$ cat src/rtl/matrix_mul_seq_if.sv
// Operand/result handshake bundle for matrix_mul_seq.
// acc_in exists only when MATMUL_ACC_EN is defined.
interface matrix_mul_seq_if #(
    parameter int unsigned DWIDTH = 8,
    parameter int unsigned ROW    = 3,
    parameter int unsigned COL    = 3,
    parameter int unsigned NUM    = 3
);
    localparam int unsigned OWIDTH = 2 * DWIDTH + $clog2(NUM);

    logic                         in_vld;
    logic                         in_rdy;
    logic                         is_signed;
    logic [DWIDTH*ROW*NUM-1:0]    din_A;
    logic [DWIDTH*COL*NUM-1:0]    din_B;
    logic [OWIDTH*ROW*COL-1:0]    dout_C;
    logic                         out_vld;
    logic                         out_rdy;
    logic                         busy;
`ifdef MATMUL_ACC_EN
    logic                         acc_in;
`endif

    modport master (
        output in_vld, is_signed, din_A, din_B, out_rdy,
        input  in_rdy, dout_C, out_vld, busy
`ifdef MATMUL_ACC_EN
        , output acc_in
`endif
    );

    modport slave (
        input  in_vld, is_signed, din_A, din_B, out_rdy,
        output in_rdy, dout_C, out_vld, busy
`ifdef MATMUL_ACC_EN
        , input acc_in
`endif
    );
endinterface

$ cat src/rtl/matrix_mul_seq.sv
// Sequential C = A x B, one inner-dimension step per cycle for all elements.
// Optional MATMUL_ACC_EN adds acc_in to accumulate onto the previous result.
module matrix_mul_seq #(
    parameter int unsigned DWIDTH = 8,
    parameter int unsigned ROW    = 3,
    parameter int unsigned COL    = 3,
    parameter int unsigned NUM    = 3
) (
    input  logic             clk,
    input  logic             rst,
    matrix_mul_seq_if.slave  bus
);
    localparam int unsigned OWIDTH = 2 * DWIDTH + $clog2(NUM);
    localparam int unsigned PWIDTH = 2 * DWIDTH;
    localparam int unsigned KW     = (NUM > 1) ? $clog2(NUM) : 1;
    localparam int unsigned AW     = DWIDTH * ROW * NUM;
    localparam int unsigned BW     = DWIDTH * COL * NUM;
    localparam int unsigned CW     = OWIDTH * ROW * COL;

    localparam logic [1:0] S_IDLE = 2'd0;
    localparam logic [1:0] S_CALC = 2'd1;
    localparam logic [1:0] S_DONE = 2'd2;

    logic [1:0]    state_q, state_d;
    logic [KW-1:0] k_q, k_d;
    logic [AW-1:0] a_q, a_d;
    logic [BW-1:0] b_q, b_d;
    logic          sgn_q, sgn_d;
    logic [CW-1:0] acc_q, acc_d;

    // Product formed at 2*DWIDTH, then extended to OWIDTH per signedness.
    function automatic logic [OWIDTH-1:0] mac_term(input logic [DWIDTH-1:0] a,
                                                   input logic [DWIDTH-1:0] b,
                                                   input logic              sgn);
        logic [PWIDTH-1:0] ax, bx, p;
        logic [OWIDTH-1:0] r;
        if (sgn) begin
            ax = PWIDTH'($signed(a));
            bx = PWIDTH'($signed(b));
        end else begin
            ax = PWIDTH'(a);
            bx = PWIDTH'(b);
        end
        p = ax * bx;
        if (sgn) r = OWIDTH'($signed(p));
        else     r = OWIDTH'(p);
        return r;
    endfunction

    always_comb begin
        state_d = state_q;
        k_d     = k_q;
        a_d     = a_q;
        b_d     = b_q;
        sgn_d   = sgn_q;
        acc_d   = acc_q;
        case (state_q)
            S_IDLE: begin
                if (bus.in_vld) begin
                    a_d     = bus.din_A;
                    b_d     = bus.din_B;
                    sgn_d   = bus.is_signed;
                    k_d     = '0;
                    state_d = S_CALC;
`ifdef MATMUL_ACC_EN
                    if (!bus.acc_in) acc_d = '0;
`else
                    acc_d = '0;
`endif
                end
            end
            S_CALC: begin
                for (int unsigned i = 0; i < ROW; i++) begin
                    for (int unsigned j = 0; j < COL; j++) begin
                        acc_d[(i*COL+j)*OWIDTH +: OWIDTH] =
                            acc_q[(i*COL+j)*OWIDTH +: OWIDTH] +
                            mac_term(a_q[(i*NUM+32'(k_q))*DWIDTH +: DWIDTH],
                                     b_q[(j*NUM+32'(k_q))*DWIDTH +: DWIDTH],
                                     sgn_q);
                    end
                end
                if (k_q == KW'(NUM - 1)) state_d = S_DONE;
                else                     k_d     = k_q + KW'(1);
            end
            S_DONE: begin
                if (bus.out_rdy) state_d = S_IDLE;
            end
            default: state_d = S_IDLE;
        endcase
    end

    always_ff @(posedge clk) begin
        if (rst) begin
            state_q <= S_IDLE;
            k_q     <= '0;
            a_q     <= '0;
            b_q     <= '0;
            sgn_q   <= 1'b0;
            acc_q   <= '0;
        end else begin
            state_q <= state_d;
            k_q     <= k_d;
            a_q     <= a_d;
            b_q     <= b_d;
            sgn_q   <= sgn_d;
            acc_q   <= acc_d;
        end
    end

    // Handshake flags are pure decodes of the state register.
    assign bus.in_rdy  = (state_q == S_IDLE);
    assign bus.out_vld = (state_q == S_DONE);
    assign bus.busy    = (state_q != S_IDLE);
    assign bus.dout_C  = acc_q;
endmodule
$ cat src/flat_wrapper.sv
// flat-port wrapper written by rule: the top's interface ports become plain ports
module matrix_mul_seq_flat 
#(
    parameter int unsigned DWIDTH = 8,
    parameter int unsigned ROW    = 3,
    parameter int unsigned COL    = 3,
    parameter int unsigned NUM    = 3
)
  (clk, rst, bus_in_vld, bus_is_signed, bus_din_A, bus_din_B, bus_out_rdy, bus_in_rdy, bus_dout_C, bus_out_vld, bus_busy);
  matrix_mul_seq_if #(.DWIDTH(DWIDTH), .ROW(ROW), .COL(COL), .NUM(NUM)) bus_i ();
  input  logic clk;
  input  logic rst;
  input wire logic [$bits(bus_i.in_vld)-1:0] bus_in_vld;
  input wire logic [$bits(bus_i.is_signed)-1:0] bus_is_signed;
  input wire logic [$bits(bus_i.din_A)-1:0] bus_din_A;
  input wire logic [$bits(bus_i.din_B)-1:0] bus_din_B;
  input wire logic [$bits(bus_i.out_rdy)-1:0] bus_out_rdy;
  output wire logic [$bits(bus_i.in_rdy)-1:0] bus_in_rdy;
  output wire logic [$bits(bus_i.dout_C)-1:0] bus_dout_C;
  output wire logic [$bits(bus_i.out_vld)-1:0] bus_out_vld;
  output wire logic [$bits(bus_i.busy)-1:0] bus_busy;
  assign bus_i.in_vld = bus_in_vld;
  assign bus_i.is_signed = bus_is_signed;
  assign bus_i.din_A = bus_din_A;
  assign bus_i.din_B = bus_din_B;
  assign bus_i.out_rdy = bus_out_rdy;
  assign bus_in_rdy = bus_i.in_rdy;
  assign bus_dout_C = bus_i.dout_C;
  assign bus_out_vld = bus_i.out_vld;
  assign bus_busy = bus_i.busy;
  matrix_mul_seq #(.DWIDTH(DWIDTH), .ROW(ROW), .COL(COL), .NUM(NUM)) u_core (.clk(clk), .rst(rst), .bus(bus_i));
endmodule
$ cat config.mk
export PLATFORM = sky130hd
export DESIGN_NAME = matrix_mul_seq_flat
export DESIGN_NICKNAME = d
export VERILOG_FILES = /design/src/rtl/matrix_mul_seq_if.sv /design/src/rtl/matrix_mul_seq.sv /design/src/flat_wrapper.sv
export SDC_FILE = /design/constraint.sdc
export NUM_CORES = 2
export LEC_CHECK = 0
export CAP_MARGIN = 30
export CORE_ASPECT_RATIO = 0.5
export CORE_UTILIZATION = 56
export CTS_CLUSTER_DIAMETER = 120
export DETAILED_ROUTE_END_ITERATION = 12
export PLACE_DENSITY = 0.78
export SETUP_SLACK_MARGIN = 0.15
export SYNTH_ARGS = -nofsm -noshare
export SYNTH_HDL_FRONTEND = slang
export SYNTH_SLANG_ARGS = --single-unit
export TNS_END_PERCENT = 1
$ cat constraint.sdc
create_clock -name clk -period 10.42 [get_ports clk]
set_input_delay 2.084 -clock clk [delete_from_list [all_inputs] [get_ports clk]]
set_output_delay 2.084 -clock clk [all_outputs]
set_load 0.02 [all_outputs]
# Yosys cells after proc, flatten, opt, wreduce, memory -nomap -nowiden

Index checks and enable logic that the tools add are counted.

Flip-flop bits (word level): 311
Output and inout port bits: 165
Input bits: 149
Word-level logic and storage cells: 86

Muxes and demuxes: 39
Multiply operators: 9
Reduce and logical (&&, ||, !) cells: 7
Shifts and indexed selects: 6
Equality and inequality tests: 7
Add/sub/neg operators: 12

Operators by type and width:

| kind                                           | number |
|---|---|
| 2-to-1 mux 18 bit                              | 18 |
| one-hot mux 162 bit (2 select lines)           | 1 |
| variable part select 72 x 33 -> 8 bit          | 3 |
| 2-to-1 mux 16 bit                              | 12 |
| adder 18 bit                                   | 9 |
| 2-to-1 mux 162 bit                             | 1 |
| multiplier 16 x 16 -> 16 bit                   | 9 |
| variable part select 72 x 6 -> 8 bit           | 2 |
| variable part select 72 x 7 -> 8 bit           | 1 |
| 2-to-1 mux 2 bit                               | 5 |
| != test 2 bit (second input constant)          | 3 |
| one-hot mux 2 bit (3 select lines)             | 1 |
| AND reduction 3 bit                            | 2 |
| adder 3 x 2 -> 4 bit (first input constant)    | 1 |
| == test 2 bit (second input constant)          | 2 |
| one-hot mux 2 bit (2 select lines)             | 1 |
| AND reduction 2 bit                            | 2 |
| nonzero test 2 bit                             | 2 |
| adder 2 x 2 -> 3 bit (first input constant)    | 1 |
| adder 2 x 1 -> 2 bit (second input constant)   | 1 |
| == test 2 x 1 -> 1 bit (second input constant) | 1 |
| logical NOT 2 bit                              | 1 |
| != test 2 x 1 -> 1 bit (second input constant) | 1 |

# Longest topological paths before layout

Depth in word-level cells: 9
Mapped depth: 42
Mapped depth without buffers: 32

# Worst setup path before layout

No wires, ideal clock.

Kind: reg2reg
From: reg u_core.k_q[0]
To: reg u_core.acc_q[161] (netlist: u_core.bus.dout_C[161])
Required time: 10.358 ns
Buffers on the path: 9
Cell stages (with the launch flop): 40
Library setup time: 0.062 ns
Slack: 1.516 ns
Arrival: 8.842 ns
Path through: dfxtp_1 -> buf_6 -> buf_8 -> buf_6 -> buf_6 -> buf_6 -> buf_6 -> clkbuf_1 -> buf_1 -> mux2i_1 -> nor2_1 -> a21oi_1 -> clkbuf_1 -> nor2_1 -> fa_1 -> inv_1 -> fa_1 -> inv_1 -> [4 not listed] -> fa_1 -> inv_1 -> fa_1 -> inv_1 -> ha_1 -> nand3_1 -> a21oi_1 -> o31a_1 -> nor2_1 -> ha_1 -> or3_1 -> o21ai_0 -> inv_1 -> o41ai_1 -> o21ai_0 -> and3_1 -> or4b_1 -> nand3_1

Cells in the longest elaborated chain, start to end: 9

Ends and longest elaborated chain:

| what                                                     | line                                       | text |
|---|---|---|
| start, declared                                          | matrix_mul_seq.sv:25                       | `logic [KW-1:0] k_q, k_d;` |
| start signal, assigned                                   | matrix_mul_seq.sv:102                      | `k_q <= k_d;` |
| adder 3 x 2 -> 4 bit (*)                                 | matrix_mul_seq.sv:77, matrix_mul_seq.sv:78 |  |
| variable part select 72 x 33 -> 8 bit (on tied branches) | matrix_mul_seq.sv:77, matrix_mul_seq.sv:78 |  |
| 2-to-1 mux 16 bit                                        | matrix_mul_seq.sv:37                       | `if (sgn) begin` |
| 2-to-1 mux 16 bit                                        | matrix_mul_seq.sv:57                       | `case (state_q)` |
| multiplier 16 x 16 -> 16 bit (*)                         | matrix_mul_seq.sv:44                       | `p = ax * bx;` |
| 2-to-1 mux 18 bit (*)                                    | matrix_mul_seq.sv:45                       | `if (sgn) r = OWIDTH'($signed(p));` |
| 2-to-1 mux 18 bit (*)                                    | matrix_mul_seq.sv:57                       |  |
| adder 18 bit (*)                                         | matrix_mul_seq.sv:76                       | `acc_q[(i*COL+j)*OWIDTH +: OWIDTH] +` |
| one-hot mux 162 bit (2 select lines) (*)                 | matrix_mul_seq.sv:57                       |  |
| end signal, assigned                                     | matrix_mul_seq.sv:99                       | `acc_q <= '0;` |
| end signal, assigned                                     | matrix_mul_seq.sv:106                      | `acc_q <= acc_d;` |
| end, declared                                            | matrix_mul_seq.sv:29                       | `logic [CW-1:0] acc_q, acc_d;` |

Mark *: on every way between the ends. The rest lies on a longest branch, timed or not. The select of a mux whose other input is x is not followed.
A chain may end at the register's enable or synchronous reset.

# Final worst setup path

From: reg u_core.k_q[1]
To: reg u_core.acc_q[143] (netlist: u_core.bus.dout_C[143])

Cells in the longest elaborated chain, start to end: 9

Ends and longest elaborated chain:

| what                                                                                                 | line |
|---|---|
| adder 3 x 2 -> 4 bit / adder 2 x 2 -> 3 bit (equally long branches)                                  | matrix_mul_seq.sv:77, matrix_mul_seq.sv:78 |
| variable part select 72 x 33 -> 8 bit / variable part select 72 x 7 -> 8 bit (equally long branches) | matrix_mul_seq.sv:77, matrix_mul_seq.sv:78 |
| 2-to-1 mux 16 bit                                                                                    | matrix_mul_seq.sv:37 |
| 2-to-1 mux 16 bit                                                                                    | matrix_mul_seq.sv:57 |
| multiplier 16 x 16 -> 16 bit (*)                                                                     | matrix_mul_seq.sv:44 |
| 2-to-1 mux 18 bit (*)                                                                                | matrix_mul_seq.sv:45 |
| 2-to-1 mux 18 bit (*)                                                                                | matrix_mul_seq.sv:57 |
| adder 18 bit (*)                                                                                     | matrix_mul_seq.sv:76 |
| one-hot mux 162 bit (2 select lines) (*)                                                             | matrix_mul_seq.sv:57 |

Marked as above.

==> run summary <==
status -> finished, final reports clean
DRC Markers -> 0
CTS root buf -> clkbuf_16
Post-synth EDFFs -> 0
Final Net Count -> 7586
Setup crit end kind -> register
share of the synthesized area in the top cell type -> 0.253
PortBufs -> 313
WL/cell -> 19.7 um
first-pass GRT wire length -> 226 mm
CTS clk-pin slew, worst paths -> 0.07 ns
die width -> 421 um
overflow left after global routing -> 0
Unique masters post-synth -> 78
core area -> 86400 sq um
via count -> 41700
CTS Buf Count -> 31
crit path max fanout -> 54
skew final -> 0.0255 ns
row cnt -> 76
initial antenna violation count -> 7
total negative slack -> 0 ns
DR iter-0 viols -> 3351
Die Area -> 88900 sq um
CTS sink cnt -> 311
share of cells above drive strength 1 -> 0.0384
vias per cell -> 5.66
max capacitance violation total -> 0
Pwr Density -> 76.3 nW/um^2
H-tree depth -> 1
top cells by area, synth -> fa_1 (25%), ha_1 (17%), dfxtp_1 (13%)
Synth async-reset ratio -> 0
RSZ-0062 raised after global routing -> no
cts hold-fix bufs -> 0
Seq/Total Area, Yosys -> 0.127
Final Wtd Congestion -> 1.02
First-pass DRT Iterations -> 7
minimum clock period -> 9.14 ns
Final Max Tran Viols -> 0
Die Y -> 211 um
final hold slack -> 0.456 ns
Yosys Warn Count -> 0
Post-Syn Nets -> 7414
Post-CTS Repair Setup Buffers -> 0
Final period util -> 0.877
area grow syn2layout -> 11.0%
IO Count -> 314
final setup fails -> 0
worst-margin pin slew -> 1.10 ns
hold path depth -> 2
crit path kind -> register to register
Post-CTS Resized -> 0
syn_area_per_cell -> 8.18 sq um
Critical Path Start Type -> register
largest area contributor in the netlist -> fa_1
Detail Placement HPWL -> 113 mm
DRT antenna net count -> 0
Fmax -> 0.109 GHz
Slew headroom -> 0.264
Top FF cell, synth -> dfxtp_1
Hold Crit Class -> register to register
Final Hold Fails -> 0
clock buffer depth -> 3
worst path required time -> 11.03 ns
CP Data Arrival Time -> 9.75 ns
maximum VDD drop -> 142 uV
Initial Util -> 0.568
r2r worst-path depth -> 25
#FFs+latches synth -> 311
largest net degree at the start of global routing -> 139
clk_lat worst skew -> 0.68 ns
routed wire length -> 145 mm
CTS tree -> built
global-route usage over all layers -> 0.326
cells after synthesis -> 5995
Mapped Area -> 49100 sq um
vias in the first global route -> 42200
leakage power -> 25.9 nW
worst max-delay path, cell delays in order, from the launching register on:
cell and delay [ns]:
dfxtp_4 0.88, buf_4 0.61, mux4_2 0.68, xnor2_1 0.73
nor2_1 0.09, ha_1 0.35, inv_1 0.21, fa_1 0.50
fa_1 0.52, fa_1 0.57, fa_1 0.45, fa_1 0.43
xnor2_1 0.20, xnor2_1 0.15, xnor2_1 0.11, xnor2_1 0.32
xnor3_1 0.40, xnor2_1 0.39, xnor2_1 0.19, and2_1 0.22
ha_1 0.33, nand2_1 0.06, o21ai_0 0.21, xnor2_1 0.18
a21oi_1 0.10, o22ai_1 0.15
cells in the final DEF (no fill, tap or decap), drive strengths merged, types with 36 or more instances in the layout:
master / n
inv: 1127
nor2: 872
ha: 649
fa: 621
nand2: 562
a21oi: 390
clkdlybuf4s50: 312
dfxtp: 311
xnor2: 283
o21ai: 150
a22oi: 88
buf: 79
xor2: 67
mux2i: 59
o21a: 51
o21bai: 48
a21o: 46
nand2b: 45
clkbuf: 40
nor3: 36
nor2b: 36
final timing paths:
kind,startpoint,end,slack (ns)
max,u_core.k_q[1],u_core.bus.dout_C[143],1.28
min,u_core.b_q[41],u_core.b_q[41],0.46
min reg2reg,u_core.b_q[41],u_core.b_q[41],0.46
max reg2reg,u_core.k_q[1],u_core.bus.dout_C[143],1.28
synthesized netlist by cell type (all sizes together), types with 5 or more instances:
master / n
a32oi: 7
nor2b: 36
o41ai: 5
nand3: 20
xnor3: 5
inv: 1123
dfxtp: 311
a22o: 15
a2bb2oi: 7
clkbuf: 206
xor2: 67
or3: 25
xnor2: 283
nor3: 36
and2: 13
mux2i: 59
or2: 16
nor2: 872
o31ai: 29
o31a: 16
mux2: 35
nor4: 16
o22ai: 16
fa: 621
o21a: 51
o21bai: 48
nand2: 562
a21oi: 390
nor3b: 5
ha: 649
a211oi: 8
nand2b: 45
o21ai: 150
buf: 46
mux4: 16
a22oi: 88
a21boi: 13
a21o: 46
state kept, by name (all words and copies together), names as in the netlist:
| name | cells |
|---|---|
| u_core.state_q | 2 |
| u_core.bus.dout_C | 162 |
| u_core.b_q | 72 |
| u_core.k_q | 2 |
| u_core.a_q | 72 |
| u_core.sgn_q | 1 |
kinds of logic after synthesis:
group,synth area share
and+or+nand+nor,0.137
buffers and inverters,0.107
adders and majority gates,0.419
AOI/OAI and AO/OA,0.116
xor gates and xnor gates,0.0660
DFF,0.127
muxes,0.0280
where the power goes:
group / switching, mW / internal, mW
Sequential: 0.0611 / 1.24
Clock: 0.574 / 0.686
Combinational: 1.01 / 0.585
Total: 1.64 / 2.51
routing by layer:
metal  share of wire  track usage  vias up  wire, um
li1                -            -    19200         -
met1            0.40        0.419    20300     58100
met2            0.46        0.523     1746     66100
met5         0.00020            0        -        29
met4           0.036        0.108        4      5290
met3            0.11       0.0982      344     15400
layout make-up:
type	instances	area (sq um)
multi-input combinational	4308	37700
fill	7365	32000
sequential	311	6230
inverter	1124	4220
timing repair buffer	391	3750
tap	1170	1460
clock buffer	40	860
clock inverter	16	218
antenna	1	2.50
stage by stage:
step                instance area, sq um  worst slack [ns]  utilization  total power, mW  instances
floorplan                          49100              1.52            -             2.34       5995
global placement                   53300              1.75        0.617             2.83       7300
detailed placement                 53400              1.56        0.617             2.88       7302
CTS                                54400              1.54        0.630             4.14       7358
global route                       54500             0.969        0.630             4.35       7360
finish                             54500              1.28        0.630             4.16       7361
(Power assumes the default switching activity.)
